## config.mk

```make
export PLATFORM = sky130hd
export DESIGN_NAME = instruction_fetch
export DESIGN_NICKNAME = d
export VERILOG_FILES = /design/src/rtl/cpu_pkg.sv /design/src/rtl/if_shadow_ctrl.sv /design/src/rtl/instruction_fetch.sv
export SDC_FILE = /design/constraint.sdc
export NUM_CORES = 1
export LEC_CHECK = 0
export ABC_AREA = 1
export CORE_ASPECT_RATIO = 0.5
export CORE_MARGIN = 4
export CORE_UTILIZATION = 49
export CTS_CLUSTER_SIZE = 10
export DETAILED_ROUTE_END_ITERATION = 6
export PLACE_DENSITY = 0.82
export SETUP_SLACK_MARGIN = 0.5
export SLEW_MARGIN = 25
export SYNTH_ARGS = -nofsm -noshare
export SYNTH_HDL_FRONTEND = slang
export SYNTH_SLANG_ARGS = --single-unit
```

## constraint.sdc

```tcl
create_clock -name clk -period 1.9 [get_ports clk]
set_input_delay 0.57 -clock clk [delete_from_list [all_inputs] [get_ports clk]]
set_output_delay 0.57 -clock clk [all_outputs]
set_load 0.01 [all_outputs]
```

## src/rtl/cpu_pkg.sv

```systemverilog
// Shared definitions for the 5-stage GCD CPU.
// Opcodes, the bubble encoding and the fetch FSM states.
package cpu_pkg;

  localparam logic [5:0] OP_RTYPE = 6'd0;
  localparam logic [5:0] OP_J     = 6'd2;
  localparam logic [5:0] OP_BEQ   = 6'd4;
  localparam logic [5:0] OP_LW    = 6'd35;
  localparam logic [5:0] OP_SW    = 6'd43;

  localparam logic [5:0] FUNCT_ADD = 6'd32;

  // add $0,$0,$0 : ID writes nothing, unlike all-zero
  localparam logic [31:0] NOP_INSTR = 32'h0000_0020;

  typedef enum logic {
    RUN    = 1'b0,
    SHADOW = 1'b1
  } if_state_t;

endpackage

```

## src/rtl/if_shadow_ctrl.sv

```systemverilog
// RUN/SHADOW control for the IF stage.
// Counts bubble cycles after a fetched beq.
module if_shadow_ctrl
  import cpu_pkg::*;
#(
  parameter int SHADOW_NOPS = 2
) (
  input  logic       clk,
  input  logic       rst,
  input  logic       stall,
  input  logic       br_taken,
  input  logic [5:0] op,
  output if_state_t  state,
  output logic       bubble
);

  if_state_t  state_q, state_d;
  logic [2:0] cnt_q, cnt_d;

  // next state: enter SHADOW on beq, leave on redirect or expiry
  always_comb begin
    state_d = state_q;
    cnt_d   = cnt_q;
    unique case (state_q)
      RUN: begin
        if (!stall && op == OP_BEQ) begin
          state_d = SHADOW;
          cnt_d   = 3'(SHADOW_NOPS);
        end
      end
      SHADOW: begin
        if (br_taken) begin
          state_d = RUN;
          cnt_d   = 3'd0;
        end else if (!stall) begin
          cnt_d = cnt_q - 3'd1;
          if (cnt_q == 3'd1) begin
            state_d = RUN;
          end
        end
      end
      default: begin
        state_d = RUN;
        cnt_d   = 3'd0;
      end
    endcase
  end

  // state and counter registers
  always_ff @(posedge clk) begin
    if (!rst) begin
      state_q <= RUN;
      cnt_q   <= 3'd0;
    end else begin
      state_q <= state_d;
      cnt_q   <= cnt_d;
    end
  end

  assign state  = state_q;
  assign bubble = (state_q == SHADOW);

endmodule

```

## src/rtl/instruction_fetch.sv

```systemverilog
// IF stage: owns the PC, resolves j locally and
// bubbles behind beq until EX reports the outcome.
module instruction_fetch
  import cpu_pkg::*;
#(
  parameter int          IMEM_AW     = 8,
  parameter logic [31:0] RESET_PC    = 32'h0000_0000,
  parameter int          SHADOW_NOPS = 2
) (
  input  logic               clk,
  input  logic               rst,
  input  logic               stall,
  input  logic               br_taken,
  input  logic [31:0]        br_target,
  output logic [IMEM_AW-1:0] imem_addr,
  input  logic [31:0]        imem_rdata,
  output logic [31:0]        IR,
  output logic [31:0]        PC,
  output logic               if_valid
);

  logic [31:0] pc_q, pc_d;
  logic [31:0] ir_q, ir_d;
  logic [31:0] pco_q, pco_d;
  logic        vld_q, vld_d;
  logic        just_rst_q;

  logic [31:0] pc_plus4;
  logic [31:0] j_target;
  logic [31:0] br_aligned;
  logic [5:0]  op;
  if_state_t   state;
  logic        bubble;

  assign pc_plus4   = pc_q + 32'd4;
  assign op         = imem_rdata[31:26];
  assign j_target   = {pc_plus4[31:28],
                       imem_rdata[25:0], 2'b00};
  assign br_aligned = br_target & ~32'h3;
  assign imem_addr  = pc_q[IMEM_AW+1:2];

  if_shadow_ctrl #(
    .SHADOW_NOPS(SHADOW_NOPS)
  ) u_shadow (
    .clk     (clk),
    .rst     (rst),
    .stall   (stall),
    .br_taken(br_taken),
    .op      (op),
    .state   (state),
    .bubble  (bubble)
  );

  // next-PC mux and IF/ID register inputs
  always_comb begin
    pc_d  = pc_q;
    ir_d  = ir_q;
    pco_d = pco_q;
    vld_d = vld_q;
    if (bubble) begin
      ir_d  = NOP_INSTR;
      vld_d = 1'b0;
      if (br_taken) begin
        pc_d = br_aligned;
      end
    end else if (!stall) begin
      ir_d  = imem_rdata;
      pco_d = pc_plus4;
      vld_d = 1'b1;
      pc_d  = (op == OP_J) ? j_target : pc_plus4;
    end
  end

  // PC and IF/ID registers
  always_ff @(posedge clk) begin
    if (!rst) begin
      pc_q       <= RESET_PC;
      ir_q       <= NOP_INSTR;
      pco_q      <= 32'd0;
      vld_q      <= 1'b0;
      just_rst_q <= 1'b1;
    end else begin
      pc_q       <= pc_d;
      ir_q       <= ir_d;
      pco_q      <= pco_d;
      vld_q      <= vld_d;
      just_rst_q <= 1'b0;
    end
  end

  assign IR       = ir_q;
  assign PC       = pco_q;
  assign if_valid = vld_q;

  // br_taken outside SHADOW is a protocol error, except
  // the stale pulse of a beq discarded by a reset
  a_no_br_in_run : assert property (
    @(posedge clk)
    !(rst && !just_rst_q && state == RUN && br_taken)
  );

endmodule

```

Word-level counts from Yosys, hierarchy flattened
Cells that the tools add are included.
W data, S select, Z words.
Operators by class
  bitwise logic cells: 3
  eq/ne operators: 7
  reduce and logical (&&, ||, !) cells: 6
  add/subtract/negate cells: 2
  muxes and demuxes: 13
Operators with widths (number)
  $mux W32: 3
  $add A32 B3 Y32 const B: 1
  $mux W28: 1
  $mux W3: 3
  $eq A6 B2 Y1 const B: 1
  $eq A6 B3 Y1 const B: 1
  $pmux W3 S2: 1
  $reduce_and A2 Y1: 3
  $mux W1: 4
  $ne A2 B1 Y1 const B: 2
  $eq A3 B1 Y1 const B: 1
  $ne A3 B3 Y1 const B: 1
  $not A1 Y1: 3
  $sub A3 B1 Y3 const B: 1
  $ne A2 B2 Y1 const B: 1
  $pmux W1 S2: 1
  $reduce_or A2 Y1: 1
  $logic_and A1 B1 Y1: 1
  $logic_not A1 Y1: 1
Word-level totals
  word-level logic and storage cells: 37
  register bits after elaboration: 101

Longest topological paths before layout
Gate-level depths: netlist of run 1.
  word-level depth: 5
  depth in mapped cells: 12
  gate-level depth less buffers: 12

By module
A second synthesis of run 1 with hierarchy kept.
Second synthesis, totals
  cell total of the unflattened synthesis: 772
  area total of the unflattened synthesis: 5186.2 µm²
By module, submodules not included
  instruction_fetch: area an instance 4893.4 µm², cells an instance 723, instances 1
  if_shadow_ctrl: area an instance 292.8 µm², cells an instance 49, instances 1

Worst setup path before layout of run 1
No wires, ideal clock.
  path type: input-to-reg
  from: input port imem_rdata[27]
  to: register pc_q[22]
  arrival time: 1.443 ns
  path slack: 0.323 ns
  stages: 9
  setup time: 0.133 ns
  cell sequence: inv_1 -> nor2_1 -> nand3_2 -> clkinv_1 -> buf_4 -> a21oi_1 -> nand2_1 -> nand2_1 -> a21oi_2
On the way
  word-level cells in the longest chain between the ends: 4
RTL lines
  start, declared: RTL line instruction_fetch.sv:16  | input logic [31:0] imem_rdata,
  $eq A6 B2 Y1: RTL line instruction_fetch.sv:70  | pc_d = (op == OP_J) ? j_target : pc_plus4;
  $mux W28: RTL line instruction_fetch.sv:70
  $mux W32: RTL line instruction_fetch.sv:66  | end else if (!stall) begin
  $mux W32: RTL line instruction_fetch.sv:60  | if (bubble) begin
  end signal, assigned: RTL line instruction_fetch.sv:83  | pc_q <= pc_d;
  end, declared: RTL line instruction_fetch.sv:22  | logic [31:0] pc_q, pc_d;
Every way passes these cells. The select of a mux whose other input is x is not followed.
A chain may end at the register's enable or synchronous reset.

Final worst setup path of run 1
  from: register pc_q[10]
  to: register pc_q[18]
On the way
  word-level cells in the longest chain between the ends: 4
RTL lines
  $add A32 B3 Y32: RTL line instruction_fetch.sv:35  | assign pc_plus4 = pc_q + 32'd4;
  $mux W28: RTL line instruction_fetch.sv:70
  $mux W32: RTL line instruction_fetch.sv:66
  $mux W32: RTL line instruction_fetch.sv:60
Every way passes these cells. The select of a mux whose other input is x is not followed.

==> flow_metrics.py, run 1 <==
metrics = {
    "route": {
        "vias_per_cell": 6.23,
        "first_pass_iters": 7,
        "drc": 0,
        "drt-total-wl_um": 24500,
        "final_antenna_net_count": 0,
        "vias": 6877,
        "routedWlPerCell_um": 22.2,
        "drt_iter0_markers": 1447,
    },
    "die": {
        "fp.dieH_um": 80.3,
        "dieWidth_um": 153,
        "pin_count": 141,
        "die_area_um2": 12300,
        "core_area_um2": 10200,
        "initial_core_util_pct": 50.2,
        "rows": 26,
    },
    "setup_path": {
        "timing.rr.start": "pc_q[10]$_SDFFE_PN0P_",
        "path_cells": "nand2_1, nor2_1, nand2_1, nor2_4, nand2_1, nand2_1, nand2_1, nand2_2, o21ai_1, a21oi_2",
        "cp_common_cell": "nand2_1",
        "reg2reg_depth": 10,
        "cp-start-kind": "flop",
        "worstReg2RegEnd": "pc_q[18]$_SDFFE_PN0P_",
        "arrival_ns": 2.27,
        "critPathMaxFanout": 5,
        "reg2reg_slack_ns": -0.09,
        "critPathMaxStageDelay_ns": 0.40,
        "crit_type": "flop to flop",
        "crit_required_ns": 2.18,
        "crit_path_start": "pc_q[10]$_SDFFE_PN0P_",
        "crit_end": "pc_q[18]$_SDFFE_PN0P_",
        "end_kind": "flop",
        "cpMaxStageDelayCell": "dfxtp_4",
    },
    "yosys": {
        "ys_ff_latch": 97,
        "yosysTopAreaCellShare_pct": 37.9,
        "ys_seq_area_share_pct": 37.9,
        "yosysWarningCount": 0,
        "synth_common_cells": "219 x nand2_1, 105 x nor2_1, 97 x dfxtp_1",
        "synth-edff-count": 0,
        "postSynth.asyncResetShare_pct": 0,
        "yosysMostFrequentCell": "nand2_1",
        "synthTopCellsByArea": "dfxtp_1 38%, nand2_1 16%, a21oi_1 8.1%",
        "synthesis.instances": 773,
        "synth_cell_type_count": 37,
        "syn_area_um2": 5130,
        "ys.flop_type": "dfxtp_1",
        "synth_top_area_cell": "dfxtp_1",
        "avgSynthCellArea_um2": 6.63,
    },
    "final_layout": {
        "nNetsFinal": 1029,
        "num_antenna_cells": 0,
        "final_layout_size_suffix_gt1_share_pct": 41.4,
        "area_delta_synth_final_pct": 60.6,
        "finalNonFillerCells": 1103,
        "final_util_pct": 80.6,
        "nFillCells": 573,
    },
    "global_routing": {
        "grt_pass1_vias": 5544,
        "antenna_found_initial": 0,
        "grt_pass1_wl_um": 28300,
        "track_usage_pct": 29.1,
        "overflow": 0,
        "grt_max_degree": 38,
    },
    "cts": {
        "cts_hold_buf": 0,
        "cts.htree.levels": 3,
        "cts-buffers-inserted": 9,
        "clk_path_buf_depth": 2,
        "cts_tree": "done",
        "clock_latency_ns": 0.37,
        "clockRootBuffer": "clkbuf_16",
        "clock-sinks": 97,
        "cts.reportedPaths.clkPinSlew_ns": 0.08,
    },
    "sta": {
        "setup_viol_count_final": 3,
        "drv_slew": 0,
        "fin_ws_ns": -0.0948,
        "rsz0062_at_grt": "yes",
        "fmax_mhz": 501,
        "min_period_ns": 1.99,
        "hold_viol_final": 0,
        "timing.final.crit_share_pct": 105,
        "finClkSkew_ns": 0.0104,
    },
    "pwr": {
        "power_density_nw_per_um2": 652,
        "peakVddDrop_uv": 470,
        "p_leak_nw": 3.75,
    },
    "run_status": {
        "violations": "setup timing",
        "status": "finished with violations",
    },
    "place": {
        "dp.cells": 1029,
        "io_buffers": 136,
        "hpwl_um": 11800,
        "gp_congestion": 0.952,
        "place_ws_ns": -0.283,
    },
    "flow_run": {
        "maxCapViolCount": 0,
    },
    "worst_hold_path": {
        "min-delay-path-class": "flop to flop",
    },
}
[power by group]
| group | switching (mW) | leakage [nW] | internal, mW |
|---|---|---|---|
| clock | 0.917 | 0.164 | 1.21 |
| sequential | 0.0972 | 0.831 | 2.13 |
| combinational | 0.525 | 2.75 | 0.482 |
| total | 1.54 | 3.75 | 3.83 |
[cells by family (layout without fill, tap and decap cells)]
kind of cell             after synthesis  count (layout)  synth area share, %
flip-flops                            97              97                 37.9
adder cells (fa/ha/maj)                3               3                0.732
XOR/XNOR                              13              13                 2.51
other                                  1               2               0.0731
AND/OR/NAND/NOR                      387             387                 32.2
AO/OA/AOI/OAI                        158             158                 16.4
buffers and inverters                114             303                 10.2
[worst max-delay path: cells and delay by family (launching register included)]
kind / cells / cell delay (ns)
and+or+nand+nor: 8 / 1.21
DFF: 1 / 0.40
AOI/OAI and AO/OA: 2 / 0.28
[cell usage in the layout (no fill, tap or decap), drive strengths merged, types with 2 or more instances in the layout]
cell type / n
o211ai: 8
bufinv: 2
dfxtp: 97
xor2: 8
nor2: 119
inv: 69
xnor2: 5
nand3: 35
conb: 2
o21ai: 57
o21bai: 2
a21oi: 89
clkdlybuf4s50: 56
clkbuf: 13
nor3: 6
nand2: 224
buf: 158
ha: 3
o22ai: 2
[per-stage QoR]
stage               TNS, ns  hold WS (ns)  area, um2  power (mW)
finish               -0.133         0.461       8240        5.37
global route         -0.248         0.474       8240        5.49
CTS                       0         0.464       7330        5.08
detailed placement    -5.84         0.455       6760        3.04
global placement      -4.83         0.451       6760        3.02
floorplan                 0         0.455       5250        2.61
[per-layer routing]
metal  share of wire, %  GRT usage (%)  routed length (um)  vias up
met3                 15           8.40                3600      289
met1                 35           36.6                8670     3057
met2                 42           48.0               10300      713
met5                  0              0                   0        -
li1                   -              -                   -     2818
met4                7.8           10.4                1920        0
[flip-flops by register name (all words and copies together), names as in the netlist]
name and cells:
u_shadow.cnt_q 3, if_valid 1, pc_q 30, PC 30, IR 32, u_shadow.bubble 1
[timing repair]
item,in CTS,in global routing
gates cloned,4,3
buffers inserted,14,37
pin swaps,28,39
endpoints found under the hold margin,0,0
setup endpoints to repair,163,141
resized for setup,445,169
[how the worst min path moves through the flow]
stage / from / to / slack [ns] / cells past startpoint
final: IR[30]$_SDFFE_PP0N_ / IR[30]$_SDFFE_PP0N_ / 0.46 / 2
after detailed placement: IR[30]$_SDFFE_PP0N_ / IR[30]$_SDFFE_PP0N_ / 0.46 / 2
after CTS: IR[30]$_SDFFE_PP0N_ / IR[30]$_SDFFE_PP0N_ / 0.46 / 2
after floorplan: pc_q[31]$_SDFFE_PN0P_ / pc_q[31]$_SDFFE_PN0P_ / 0.45 / 2
after global placement: IR[30]$_SDFFE_PP0N_ / IR[30]$_SDFFE_PP0N_ / 0.45 / 2
after global routing: IR[16]$_SDFFE_PP0N_ / IR[16]$_SDFFE_PP0N_ / 0.47 / 2
[layout make-up]
class | count | area (um2) | share of cell area [%]
multi-input combinational | 563 | 3230 | 39.2
inverter | 66 | 272 | 3.30
timing repair inverter | 1 | 8.76 | 0.106
clock buffer | 10 | 239 | 2.90
timing repair buffer | 220 | 2130 | 25.9
clock inverter | 6 | 95.1 | 1.15
sequential | 97 | 2080 | 25.3
tap | 140 | 175 | 2.13
No activity file was read; power rests on OpenSTA's default activity.
==> inputs of run 2 (changes only) <==
Settings changed: CELL_PAD_IN_SITES_DETAIL_PLACEMENT from default to 1, CELL_PAD_IN_SITES_GLOBAL_PLACEMENT from default to 2, CORE_UTILIZATION 49 to 26.
==> flow_metrics.py, run 2 (same netlist as run 1, synthesis figures left out) <==
metrics = {
    "run_status": {
        "status": "completed",
    },
    "worst_hold_path": {
        "whs_path_depth": 2,
        "holdPathEnd": "IR[0]$_SDFFE_PP0N_",
        "hp-start": "IR[0]$_SDFFE_PP0N_",
        "min-delay-path-class": "flop to flop",
    },
    "sta": {
        "setup_viol_count_final": 0,
        "timing.final.crit_share_pct": 87.6,
        "rsz0062_at_grt": "yes",
        "min_period_ns": 1.66,
        "drv_slew": 0,
        "finClkSkew_ns": 0.0133,
        "fin_ws_ns": 0.235,
        "fmax_mhz": 601,
        "hold_viol_final": 0,
    },
    "setup_path": {
        "end_kind": "primary output",
        "crit_required_ns": 1.33,
        "arrival_ns": 1.09,
        "reg2reg_slack_ns": 0.28,
        "worstReg2RegEnd": "pc_q[10]$_SDFFE_PN0P_",
        "crit_type": "flop to primary output",
        "cp-start-kind": "flop",
        "timing.rr.start": "pc_q[2]$_SDFFE_PN0P_",
        "reg2reg_depth": 10,
        "critPathMaxFanout": 4,
    },
    "flow_run": {
        "maxCapViolCount": 0,
    },
    "die": {
        "die_area_um2": 22200,
        "fp.dieH_um": 107,
        "rows": 35,
        "initial_core_util_pct": 27.2,
        "core_area_um2": 18900,
        "dieWidth_um": 207,
        "pin_count": 141,
    },
    "route": {
        "drt_iter0_markers": 282,
        "final_antenna_net_count": 0,
        "drt-total-wl_um": 21800,
        "drc": 0,
        "first_pass_iters": 4,
        "routedWlPerCell_um": 17.8,
        "vias_per_cell": 4.68,
        "vias": 5746,
    },
    "final_layout": {
        "design_area_um2": 8450,
        "nNetsFinal": 1036,
        "final_layout_size_suffix_gt1_share_pct": 41.8,
        "nFillCells": 2302,
        "layout_common_cells": "181 x nand2_1, 90 x nor2_1, 69 x a21oi_1, 68 x dfxtp_2, 60 x buf_4",
        "area_delta_synth_final_pct": 64.8,
        "final_common_cell": "nand2_1",
        "num_antenna_cells": 0,
        "largest_reg_flops": 32,
    },
    "pwr": {
        "power_density_nw_per_um2": 603,
        "peakVddDrop_uv": 422,
        "p_leak_nw": 3.81,
    },
    "cts": {
        "clockRootBuffer": "clkbuf_16",
        "cts_tree": "done",
        "clock-sinks": 97,
        "clk_path_buf_depth": 2,
        "cts.htree.levels": 3,
        "clock_latency_ns": 0.35,
        "cts.reportedPaths.clkPinSlew_ns": 0.07,
        "cts-buffers-inserted": 9,
    },
    "place": {
        "hpwl_um": 14700,
        "place_area_um2": 7010,
        "io_buffers": 136,
        "gp_congestion": 0.849,
        "place_ws_ns": -0.294,
    },
    "global_routing": {
        "grt_util_met1_pct": 25.7,
        "grt_max_degree": 38,
        "grt-busiest-layer": "met2",
        "grtUsageMet2_pct": 30.3,
        "overflow": 0,
        "gr-usage-met3_pct": 2.74,
        "grt_pass1_wl_um": 32000,
        "grt_pass1_vias": 5780,
        "antenna_found_initial": 0,
        "track_usage_pct": 18.4,
    },
}
==> run 2: cell count changes in the layout (fill, tap and decap cells not counted), sizes merged <==
cell	before	now
bufinv	2	1
clkinv	1	3
clkinvlp	1	2
clkbuf	13	11
inv	69	67
buf	158	165
bufbuf	1	2
==> run 2: cell type report <==
| class | count | area, um2 | area share (%) |
|---|---|---|---|
| repair inverters | 2 | 17.5 | 0.207 |
| inverters | 66 | 267 | 3.15 |
| clock inverters | 5 | 61.3 | 0.725 |
| multi-input cells | 563 | 3190 | 37.8 |
| clock buffers | 10 | 239 | 2.83 |
| repair buffers | 226 | 2260 | 26.8 |
| flip-flops and latches | 97 | 2090 | 24.7 |
| well taps | 259 | 324 | 3.83 |
==> run 2: worst max-delay path: stages (launching register included) <==
cell,delay [ns]
dfxtp_4,0.38
buf_4,0.14
buf_6,0.11
buf_6,0.11
==> run 2: power by group <==
group	switching (mW)	leakage, nW	internal, mW	total [mW]
logic	0.461	2.83	0.484	0.945
clock network	0.855	0.146	1.06	1.92
registers	0.0942	0.832	2.14	2.23
total	1.41	3.81	3.68	5.09
==> run 2: repair_timing <==
action                                  4_1_cts  5_1_grt
cloned                                        6        1
hold buffers                                  0        0
gates resized for setup                     490      134
pin swaps                                    37       31
hold endpoints to repair                      0        0
setup buffers                                23       24
endpoints found under the setup margin      159      155
==> run 2: layer usage <==
metal,vias to the layer above,share of wire (%)
met4,0,1.6
met2,103,48
met5,-,0
li1,2834,-
met3,24,4.6
met1,2785,46
==> run 2: worst max path at each step <==
stage                     cells after the start                             end                  from  slack, ns
after floorplan                              10             PC[28]$_SDFFE_PN0P_  pc_q[2]$_SDFFE_PN0P_       0.48
after global placement                        9  u_shadow.cnt_q[2]$_SDFFE_PN0P_        imem_rdata[28]      -0.23
after detailed placement                      9  u_shadow.cnt_q[2]$_SDFFE_PN0P_        imem_rdata[28]      -0.29
after CTS                                     1                    imem_addr[2]  pc_q[4]$_SDFFE_PN0P_       0.31
after global routing                         12           pc_q[19]$_SDFFE_PN0P_  pc_q[2]$_SDFFE_PN0P_       0.16
final                                         3                    imem_addr[0]  pc_q[2]$_SDFFE_PN0P_       0.24
==> run 2: stage by stage <==
step / TNS, ns / utilization, % / hold slack (ns) / std cells / total power, mW
after global routing: 0 / 44.8 / 0.484 / 1228 / 5.31
final: 0 / 44.8 / 0.458 / 1228 / 5.09
after detailed placement: -8.88 / 37.1 / 0.455 / 1159 / 3.09
after floorplan: 0 / - / 0.455 / 774 / 2.61
after CTS: 0 / 41.4 / 0.463 / 1203 / 5.02
after global placement: -6.36 / 37.1 / 0.446 / 1159 / 3.07
